**config.mk**
```make
export PLATFORM = sky130hd
export DESIGN_NAME = mem_fill_arbiter
export DESIGN_NICKNAME = d
export VERILOG_FILES = /design/src/rtl/mem_fill_arbiter.sv
export SDC_FILE = /design/constraint.sdc
export NUM_CORES = 1
export LEC_CHECK = 0
export ABC_CLOCK_PERIOD_IN_PS = 1900
export CAP_MARGIN = 40
export CORE_MARGIN = 4
export CORE_UTILIZATION = 31
export CTS_CLUSTER_SIZE = 25
export DETAILED_ROUTE_END_ITERATION = 7
export PLACE_DENSITY = 0.81
export SETUP_SLACK_MARGIN = 0.02
export SYNTH_ARGS = -nofsm -noshare
export SYNTH_HDL_FRONTEND = slang
export SYNTH_SLANG_ARGS = --single-unit
```
**constraint.sdc**
```tcl
create_clock -name clk -period 1.9 [get_ports clk]
set_input_delay 0.38 -clock clk [delete_from_list [all_inputs] [get_ports clk]]
set_output_delay 0.38 -clock clk [all_outputs]
set_load 0.01 [all_outputs]
```
**src/rtl/mem_fill_arbiter.sv**
```systemverilog
// Arbitrates the single-ported main memory between I-cache fills, D-cache fills
// and D-cache write-through stores; each fill is issued as pipelined word reads.
module mem_fill_arbiter #(
    parameter int ADDR_W          = 16,
    parameter int DATA_W          = 16,
    parameter int WORDS_PER_BLOCK = 8,
    parameter int MEM_LATENCY     = 4,
    parameter int FAIR            = 1,
    localparam int IDX_W          = $clog2(WORDS_PER_BLOCK)
) (
    input  logic              clk,
    input  logic              rst_n,
    input  logic              i_req,
    input  logic [ADDR_W-1:0] i_addr,
    output logic              i_grant,
    output logic              i_fill_valid,
    output logic              i_done,
    input  logic              d_req,
    input  logic [ADDR_W-1:0] d_addr,
    output logic              d_grant,
    output logic              d_fill_valid,
    output logic              d_done,
    input  logic              d_wr_req,
    input  logic [ADDR_W-1:0] d_wr_addr,
    input  logic [DATA_W-1:0] d_wr_data,
    output logic              d_wr_ack,
    output logic [DATA_W-1:0] fill_data,
    output logic [IDX_W-1:0]  fill_idx,
    output logic              mem_en,
    output logic              mem_wr,
    output logic [ADDR_W-1:0] mem_addr,
    output logic [DATA_W-1:0] mem_wdata,
    input  logic [DATA_W-1:0] mem_rdata,
    input  logic              mem_data_valid,
    output logic              busy
);
    localparam int CNT_W = IDX_W + 1;
    // Words are two address units apart, so a block spans 2*WORDS_PER_BLOCK addresses.
    localparam logic [ADDR_W-1:0] BASE_MASK = {ADDR_W{1'b1}} << (IDX_W + 1);

    typedef enum logic [1:0] {IDLE, WRITE, FILL_I, FILL_D} state_t;

    state_t            state_q, state_d;
    logic [ADDR_W-1:0] base_q, base_d;
    logic [CNT_W-1:0]  issue_cnt_q, issue_cnt_d;
    logic [IDX_W-1:0]  ret_cnt_q, ret_cnt_d;
    logic              last_was_d_q, last_was_d_d;
    logic [ADDR_W-1:0] issue_off;
    logic              fill_is_d;

    assign issue_off = ADDR_W'(issue_cnt_q) << 1;
    assign fill_is_d = (state_q == FILL_D);
    assign fill_data = mem_rdata;
    assign busy      = (state_q != IDLE);

    always_ff @(posedge clk or negedge rst_n) begin
        if (!rst_n) begin
            state_q      <= IDLE;
            base_q       <= '0;
            issue_cnt_q  <= '0;
            ret_cnt_q    <= '0;
            last_was_d_q <= 1'b0;
        end else begin
            state_q      <= state_d;
            base_q       <= base_d;
            issue_cnt_q  <= issue_cnt_d;
            ret_cnt_q    <= ret_cnt_d;
            last_was_d_q <= last_was_d_d;
        end
    end

    always_comb begin
        state_d      = state_q;
        base_d       = base_q;
        issue_cnt_d  = issue_cnt_q;
        ret_cnt_d    = ret_cnt_q;
        last_was_d_d = last_was_d_q;
        i_grant      = 1'b0;
        d_grant      = 1'b0;
        i_fill_valid = 1'b0;
        d_fill_valid = 1'b0;
        i_done       = 1'b0;
        d_done       = 1'b0;
        d_wr_ack     = 1'b0;
        fill_idx     = '0;
        mem_en       = 1'b0;
        mem_wr       = 1'b0;
        mem_addr     = '0;
        mem_wdata    = '0;

        case (state_q)
            IDLE: begin
                issue_cnt_d = '0;
                ret_cnt_d   = '0;
                // Stores first; fairness lets I in right after a D fill.
                if (d_wr_req) begin
                    state_d = WRITE;
                end else if ((FAIR != 0) && last_was_d_q && i_req) begin
                    state_d = FILL_I;
                    base_d  = i_addr & BASE_MASK;
                end else if (d_req) begin
                    state_d = FILL_D;
                    base_d  = d_addr & BASE_MASK;
                end else if (i_req) begin
                    state_d = FILL_I;
                    base_d  = i_addr & BASE_MASK;
                end
            end
            WRITE: begin
                mem_en    = 1'b1;
                mem_wr    = 1'b1;
                mem_addr  = d_wr_addr;
                mem_wdata = d_wr_data;
                d_wr_ack  = 1'b1;
                state_d   = IDLE;
            end
            FILL_I, FILL_D: begin
                i_grant = !fill_is_d;
                d_grant = fill_is_d;
                if (issue_cnt_q < CNT_W'(WORDS_PER_BLOCK)) begin
                    mem_en      = 1'b1;
                    mem_addr    = base_q + issue_off;
                    issue_cnt_d = issue_cnt_q + 1'b1;
                end
                if (mem_data_valid) begin
                    i_fill_valid = !fill_is_d;
                    d_fill_valid = fill_is_d;
                    fill_idx     = ret_cnt_q;
                    ret_cnt_d    = ret_cnt_q + 1'b1;
                    if (ret_cnt_q == IDX_W'(WORDS_PER_BLOCK - 1)) begin
                        i_done       = !fill_is_d;
                        d_done       = fill_is_d;
                        state_d      = IDLE;
                        last_was_d_d = fill_is_d;
                    end
                end
            end
            default: state_d = IDLE;
        endcase
    end
endmodule

```
==> results.toml <==
[placement]
placed_cells_incl_taps = 327
dp_hpwl_um = 4070
number_of_port_buffers = 106
gp_routability_congestion = 0.706

[critical_path]
r2r_setup_slack_ns = 0.15
critical_path.endpoint_type = "primary output"
cp.arrival_ns = 1.47
worst-setup-path-type = "reg -> out"
cp.required_ns = 1.52
cp_cell_sequence = "nor2b_4 > buf_6 > buf_6 > a21oi_2 > a21oi_1 > buf_2"
biggest_fanout_along_the_worst_timing_path = 7
critical_path.slowest_cell = "dfrtp_2"
critical_path.n_buffers_inverters = 3
critical-path-max-stage-delay_ns = 0.45
critical_path_launch_point_type = "flip-flop"
critical_path.most_common_cell = "buf_6"
crit_family = "flip-flops"

[job]
drv.max_cap_violation_count = 0

[synthesis]
synth-warning-count = 0
avgSynthCellArea_um2 = 9.79
synth_seq_area_share = 0.345
syn_area_um2 = 1600
synth_area_leaders = "dfrtp_1 34%, mux2_2 16%, buf_4 8.0%"
yosys.area.top_type_share = 0.345
synth.ff_latch_count = 22
synth_area_leader_cell = "dfrtp_1"
post_synth_net_total = 252
distinct_cell_type_count_of_the_synthesized_netlist = 31
postSynthCellCount = 163

[cells_and_area]
area_delta_synth_final_pct = 74.8
drive_above_1_share = 0.373
final_cells = 343
antenna_cells_inserted = 0
nFillCells = 463
num-nets-final = 366

[global_routing]
grt_util_overall = 0.164
grt_pass1_vias = 1751
grt_pass1_wl_um = 8260
grt_overflow = 0
grt_antenna_before_repair = 0
grt_max_degree = 23

[sta]
timing.clock.skew_ns = 0.000957
timing.slew.headroom = 0.807
worst_slew_pin_slew_ns = 0.289
post-route-period-util = 0.974
final_hold_viols = 0
maximum_clock_frequency_ghz = 0.541
rsz_0062_raised_after_global_routing = "yes"
final_max_slew_viols = 0
final.setup.tns_ns = 0
fin_crit_ns = 1.85
finalSetupViolations = 0

[power_and_ir_drop]
power-per-cell-area_nw_per_um2 = 1150
power.ir.vdd_worst_uv = 712
leakagePower_nw = 1.33
total_design_power_w = 0.00322

[detailed_routing]
drc_errors = 0
first_pass_iters = 4
routed-via-count = 1639
number_of_nets_still_failing_antenna_checks_after_routing = 0
routed_wl_um = 5390
routed_vias_inst = 4.78
drtIter0Drc = 25
route.detailed.wl_per_inst_um = 15.7

[floorplanning]
initial_core_util = 0.329
chipHeight_um = 79.8
die_outline_area_um2 = 6360
placeableCoreArea_um2 = 4850
ioPinCount = 147
fp-row-count = 25
die_width_um = 79.8

[clocking]
cts_hold_buf = 0
ctsHtreeMaxLevel = 1
cts.clk_slew.worst_paths_ns = 0.08
cts_tree = "done"
tritoncts_num_sinks = 22
cts-root-to-sink-buffers = 2
insertion_delay_ns = 0.26
cts.root.buffer_cell = "clkbuf_8"
cts_inserted_buffers = 3

[worst_hold_path]
hp-class = "in -> async"

[status]
outcome = "finished clean"
## cells in the mapped netlist
cell and instances:
a21boi_1 1, a21o_1 2, a21oi_1 7, a22o_1 13
a31oi_1 1, and2_1 20, and3_1 4, and4_1 2
buf_2 3, buf_4 17, buf_6 2, clkbuf_1 6
dfrtp_1 22, ha_1 3, inv_1 2, mux2_1 2
mux2_2 22, mux2i_1 2, nand2_1 7, nand2b_1 2
nand3_1 4, nand3b_1 1, nand4_1 1, nor2_1 5
nor2b_1 2, nor3_1 1, nor3_4 1, o21ai_0 4
o2bb2ai_1 1, or2_1 1, xnor2_1 2
## cell usage in the layout (no fill, tap or decap), types with 6 or more instances in the layout
cell type         n
clkdlybuf4s50_1  60
mux2_2           22
buf_2            22
dfrtp_1          21
buf_4            21
and2_1           20
a22o_1           13
clkbuf_2         11
dlygate4sd2_1     9
nand2_1           6
buf_6             6
## worst reg2reg max path, stage by stage (launching register included)
cell and delay [ns]:
dfrtp_2 0.45, buf_4 0.17, or2_4 0.29, nor3_4 0.22, buf_12 0.17, mux2_2 0.34
## through the flow
step | setup WS, ns | area, um2 | hold slack (ns) | util
floorplan | 0.268 | 1600 | 0.0844 | -
global placement | -0.293 | 2710 | 0.476 | 0.559
detailed placement | -0.337 | 2710 | 0.482 | 0.559
CTS | -0.0477 | 2820 | 0.468 | 0.581
global route | -0.0643 | 2790 | 0.485 | 0.575
finish | 0.0500 | 2790 | 0.459 | 0.575
## final cells by class
class	instances	area, um2	area share
Clock buffer	4	55.1	0.0197
Inverter	2	11.3	0.00404
Multi-Input combinational cell	111	896	0.321
Sequential cell	22	552	0.198
Tap cell	67	83.8	0.0300
Timing Repair Buffer	137	1190	0.427
## power breakdown
group	leakage [nW]	internal, W	switching [W]
registers	0.267	0.000695	0.000192
clock network	0.0288	0.000185	0.000155
logic	1.04	0.00112	0.000873
total	1.33	0.00200	0.00122
## flip-flops by register name (all words and copies together), names as in the netlist
signal / count
last_was_d_q: 1
state_q: 2
ret_cnt_q: 3
base_q: 12
issue_cnt_q: 4
## logic make-up (layout without fill, tap and decap cells)
| family | count (synthesis) | count (layout) | synth area share |
|---|---|---|---|
| flip-flops | 22 | 22 | 0.345 |
| XOR/XNOR | 2 | 2 | 0.0110 |
| adder cells (fa/ha/maj) | 3 | 3 | 0.0235 |
| AND/OR/NAND/NOR | 51 | 51 | 0.187 |
| AO/OA/AOI/OAI | 29 | 29 | 0.129 |
| buffers and inverters | 30 | 143 | 0.122 |
| multiplexers | 26 | 26 | 0.182 |
## metal layers
| metal | up-vias | GRT usage | part of all wire | routed length, um |
|---|---|---|---|---|
| li1 | 786 | - | - | - |
| met1 | 782 | 0.179 | 0.37 | 1990 |
| met2 | 67 | 0.302 | 0.53 | 2840 |
| met3 | 4 | 0.0553 | 0.098 | 527 |
| met4 | 0 | 0.0405 | 0.0069 | 37 |
| met5 | - | 0 | 0 | 0 |
## repair_timing
| action | in CTS | in global routing |
|---|---|---|
| endpoints found under the setup margin | 45 | 36 |
| resized for setup | 128 | 34 |
| cloned | 2 | 0 |
| pin swaps | 0 | 2 |
| setup buffers | 7 | 3 |
## final timing paths
kind / start / end / cells after the start
min reg2reg: last_was_d_q / last_was_d_q / 1
max reg2reg: state_q[1] / base_q[6] / 5
min in group clk: last_was_d_q / last_was_d_q / 1
min: rst_n / base_q[12] / 2
max: state_q[1] / mem_addr[14] / 6
max in group asynchronous: rst_n / state_q[1] / 2
Power figures use the tool's default switching activity.
